==> config.mk <==
export PLATFORM = sky130hd
export DESIGN_NAME = car_motion_ctrl
export DESIGN_NICKNAME = d
export VERILOG_FILES = /design/src/rtl/car_motion_ctrl.sv
export SDC_FILE = /design/constraint.sdc
export NUM_CORES = 1
export LEC_CHECK = 0
export ABC_CLOCK_PERIOD_IN_PS = 2250
export CAP_MARGIN = 20
export CORE_ASPECT_RATIO = 1.4
export CORE_MARGIN = 5
export CORE_UTILIZATION = 51
export DETAILED_ROUTE_END_ITERATION = 12
export PLACE_DENSITY = 0.8
export SLEW_MARGIN = 20
export SYNTH_ARGS = -nofsm -noshare
export SYNTH_HDL_FRONTEND = slang
export SYNTH_SLANG_ARGS = --single-unit
export TNS_END_PERCENT = 100
==> constraint.sdc <==
create_clock -name clk -period 2.25 [get_ports clk]
set_input_delay 0.45 -clock clk [delete_from_list [all_inputs] [get_ports clk]]
set_output_delay 0.45 -clock clk [all_outputs]
set_load 0.05 [all_outputs]
==> src/rtl/car_motion_ctrl.sv <==
// Elevator car sequencer: times floor-to-floor travel and door dwell, owns the
// one-hot car position, and reports door/motion status to request processing.
module car_motion_ctrl #(
  parameter int MOVE_TICKS = 64,
  parameter int DOOR_TICKS = 96
) (
  input  logic       clk,
  input  logic       rst_n,
  input  logic [1:0] ud_mode,
  input  logic [3:0] stop_req,
  input  logic       door_open_btn,
  input  logic       door_close_btn,
  output logic [3:0] position,
  output logic       door_open,
  output logic       moving,
  output logic [1:0] dir,
  output logic       arrive
);

  localparam int MAX_TICKS = (MOVE_TICKS > DOOR_TICKS) ? MOVE_TICKS : DOOR_TICKS;
  localparam int CW        = (MAX_TICKS > 1) ? $clog2(MAX_TICKS) : 1;

  localparam logic [CW-1:0] MOVE_LAST = CW'(MOVE_TICKS - 1);
  localparam logic [CW-1:0] DOOR_LAST = CW'(DOOR_TICKS - 1);

  localparam logic [1:0] DIR_NONE = 2'b00;
  localparam logic [1:0] DIR_UP   = 2'b01;
  localparam logic [1:0] DIR_DN   = 2'b10;

  typedef enum logic [1:0] {
    IDLE   = 2'd0,
    MOVE   = 2'd1,
    SETTLE = 2'd2,
    OPEN   = 2'd3
  } state_t;

  state_t        state;
  logic [CW-1:0] cnt;
  logic          stop_here;
  logic          at_end;

  assign stop_here = |(stop_req & position);

  // End floor in the latched travel direction; the car must not shift past it.
  always_comb begin
    at_end = 1'b0;
    if (dir == DIR_UP && position[3]) at_end = 1'b1;
    if (dir == DIR_DN && position[0]) at_end = 1'b1;
  end

  always_ff @(posedge clk) begin
    if (!rst_n) begin
      state     <= IDLE;
      cnt       <= '0;
      position  <= 4'b0001;
      door_open <= 1'b0;
      moving    <= 1'b0;
      dir       <= DIR_NONE;
      arrive    <= 1'b0;
    end else begin
      arrive <= 1'b0;
      case (state)
        IDLE: begin
          if (stop_here || door_open_btn) begin
            state     <= OPEN;
            cnt       <= '0;
            door_open <= 1'b1;
            dir       <= DIR_NONE;
          end else if (ud_mode == DIR_UP && !position[3]) begin
            state  <= MOVE;
            cnt    <= '0;
            moving <= 1'b1;
            dir    <= DIR_UP;
          end else if (ud_mode == DIR_DN && !position[0]) begin
            state  <= MOVE;
            cnt    <= '0;
            moving <= 1'b1;
            dir    <= DIR_DN;
          end
        end

        MOVE: begin
          if (cnt == MOVE_LAST) begin
            state  <= SETTLE;
            cnt    <= '0;
            arrive <= 1'b1;
            if (dir == DIR_UP) position <= {position[2:0], 1'b0};
            else               position <= {1'b0, position[3:1]};
          end else begin
            cnt <= cnt + CW'(1);
          end
        end

        // ud_mode of 11 never equals a latched direction, so it opens like 00.
        SETTLE: begin
          cnt <= '0;
          if (stop_here || ud_mode != dir || at_end) begin
            state     <= OPEN;
            door_open <= 1'b1;
            moving    <= 1'b0;
            dir       <= DIR_NONE;
          end else begin
            state <= MOVE;
          end
        end

        OPEN: begin
          if (door_open_btn) begin
            cnt <= '0;
          end else if (door_close_btn || cnt == DOOR_LAST) begin
            state     <= IDLE;
            cnt       <= '0;
            door_open <= 1'b0;
          end else begin
            cnt <= cnt + CW'(1);
          end
        end

        default: begin
          state <= IDLE;
          cnt   <= '0;
        end
      endcase
    end
  end

endmodule

==> out/results.tsv <==
metric	value	unit
status	finished, final reports clean	
Post-CTS Setup Bufs	0	
crit end category	primary output	
Max-slew headroom	0.655	
multi-input logic area	636	um^2
Sw Pwr	0.187	mW
Fmax	479	MHz
Reg2Reg Launch Point	cnt[0]$_SDFFE_PN0P_	
Cell variety after synth	40	
M2 GR Usage	0.306	
Final Max Tran Viols	0	
initial antenna violation count	0	
Levels on crit path	1	
beginning of the critical path	dir[0]$_SDFFE_PN0P_	
clock power share	0.303	
Async S/R FF share, synth	0	
drt first pass iters	4	
CP Launch Type	register	
total CTS buffers	3	
placed inst area	1240	um^2
setup_tns	0	ns
Layout Nets	154	
count of state elements after synthesis	18	
drt via density	6.18	
antenna cells	0	
Fill cells	176	
CP Cell Sequence	clkdlybuf4s50_1	
initial core utilization	0.532	
syn nets	133	
# clock sinks	18	
YS warnings	0	
Worst VDD drop	462	uV
CP top delay family	buffers and inverters	
Worst Hold Class	reg2reg	
# DRC	0	
Die Y	63.4	um
num rows	19	
Setup Slack @ Placement	0.00856	ns
CTS resizes	0	
Worst Path Required	1.80	ns
critical path class	reg2out	
EDFF count, synth	0	
CP max FO	8	
Final WS setup	0.164	ns
total track usage	0.185	
critical path arrival	1.64	ns
first-pass GRT wire length	4.16	mm
PD cells	527	nW/um^2
number of global-route vias before repair	962	
syn avg cell area	8.50	um^2
hold-fix buffers at CTS	0	
worst setup path end	dir[0]	
Slowest-stage cell, CP	clkdlybuf4s50_1	
max-cap violation count	0	
Reg2Reg Setup Slack	0.41	ns
WL per Instance	15.6	um
root buf cell	clkbuf_4	
core area	1950	um^2
CTS tree	yes	
clock skew	0.000712	ns
Pint	0.484	mW
Crit path buffers/inverters	1	
RSZ-0062 raised after global routing	no	
final WL	2.55	mm
grt total ovfl	0	
reg2reg end	cnt[2]$_SDFFE_PN0P_	
most frequent cells in the layout	18 x dfxtp_1, 18 x clkdlybuf4s50_1, 15 x nand2_1	
Primary FF master, synth	dfxtp_1	
Sequential Area	360	um^2
Tcrit/Tclk final	0.927	
Leak	0.427	nW
Iter 0 DRT Violations	38	
IO Port Bufs	18	
Via Count	1007	
gpl congestion	0.837	
M1 GR Usage	0.227	
Largest stage delay, worst path	0.86	ns
htree depth	1	
largest net degree at the start of global routing	11	
Syn Inst Count	122	
Skew-Pair Late Insertion Delay	0.30	ns
Die Footprint	3050	um^2
synth-to-layout area growth	22.7	%
Mapped Area	1040	um^2
final hold violations	0	
die width	48.1	um
Comb power frac	0.185	
pin slew with the least headroom to its limit	0.516	ns
IO Pins	19	
sw frac	0.278	
final antenna-violating net count	0	
layout cells sized above 1	0.106	
Worst R2R Path Depth	7	
Final Setup Violations	0	
Design Area, Final	1270	um^2
Clock Path Buffers	2	
Seq/Total Area, Yosys	0.347	
clock transition at the registers of the reported paths	0.10	ns
DP HPWL	1.97	mm
global routing's busiest layer	met2	
GR Util met3	0.0342	
Hold WS	0.543	ns
minimum clock period after layout	2.09	ns
Flop pwr share	0.512	
[worst min path at each step]
stage / startpoint / end / slack (ns) / depth (start not counted)
2_1_floorplan: cnt[6]$_SDFFE_PN0P_ / cnt[6]$_SDFFE_PN0P_ / 0.49 / 1
3_3_place_gp: moving$_SDFFE_PN0P_ / moving$_SDFFE_PN0P_ / 0.51 / 1
3_5_place_dp: moving$_SDFFE_PN0P_ / moving$_SDFFE_PN0P_ / 0.52 / 1
4_1_cts: cnt[6]$_SDFFE_PN0P_ / cnt[6]$_SDFFE_PN0P_ / 0.54 / 1
5_1_grt: moving$_SDFFE_PN0P_ / moving$_SDFFE_PN0P_ / 0.56 / 1
6_report: moving$_SDFFE_PN0P_ / moving$_SDFFE_PN0P_ / 0.54 / 1
[synth_stat cells, types with 2 or more instances]
cell type  instances  area (um^2)
and2_1             3         18.8
nor2b_1            2         12.5
nand2_1           15         56.3
a21oi_1            7         35.0
nand3_1            4         20.0
a211oi_1           2         15.0
nor3b_2            2         25.0
inv_1              2         7.51
a22o_1             2         17.5
nand2b_1           5         31.3
nor3_1             5         25.0
dfxtp_1           18          360
a311oi_1           6         52.6
and3_1             3         18.8
nor2_1             9         33.8
a41oi_1            3         26.3
nand3b_1           3         22.5
buf_2              3         15.0
mux2i_1            3         30.0
o21ai_1            2         10.0
o21ai_0            4         20.0
[sequential cells by signal (all words and copies together) (netlist names)]
name / flops
cnt: 7
moving: 1
dir: 2
state: 2
position: 4
arrive: 1
door_open: 1
[stage by stage]
step                      instances  power [mW]  utilization
after floorplan                 122       0.432            -
after global placement          159       0.471        0.634
after detailed placement        159       0.474        0.634
after CTS                       163       0.675        0.653
after global routing            163       0.704        0.653
final                           163       0.671        0.653
[power groups by stage]
stage          logic (mW)  clock network [mW]  registers, mW
3_5_place_dp        0.123                   0          0.351
3_3_place_gp        0.120                   0          0.350
4_1_cts             0.124               0.208          0.343
6_report            0.124               0.203          0.344
5_1_grt             0.134               0.224          0.345
2_1_floorplan      0.0765                   0          0.355
[layout make-up]
class,instances,share of cell area
multi-input cells,96,0.500
flip-flops and latches,18,0.283
repair buffers,21,0.159
clock buffers,4,0.0285
well taps,21,0.0206
inverters,3,0.00885
[cell families (layout without fill, tap and decap cells)]
kind of cell / count (synthesis) / in the layout / share of synthesized area
AND/OR/NAND/NOR: 58 / 58 / 0.310
flip-flops: 18 / 18 / 0.347
adder cells (fa/ha/maj): 1 / 1 / 0.0121
buffers and inverters: 8 / 28 / 0.0398
AO/OA/AOI/OAI: 34 / 34 / 0.262
multiplexers: 3 / 3 / 0.0290
[layer usage]
layer | share of wire | vias to the layer above
li1 | - | 502
met1 | 0.43 | 476
met2 | 0.52 | 25
met3 | 0.035 | 4
met4 | 0.015 | 0
met5 | 0 | -
No activity file was read; power rests on OpenSTA's default activity.
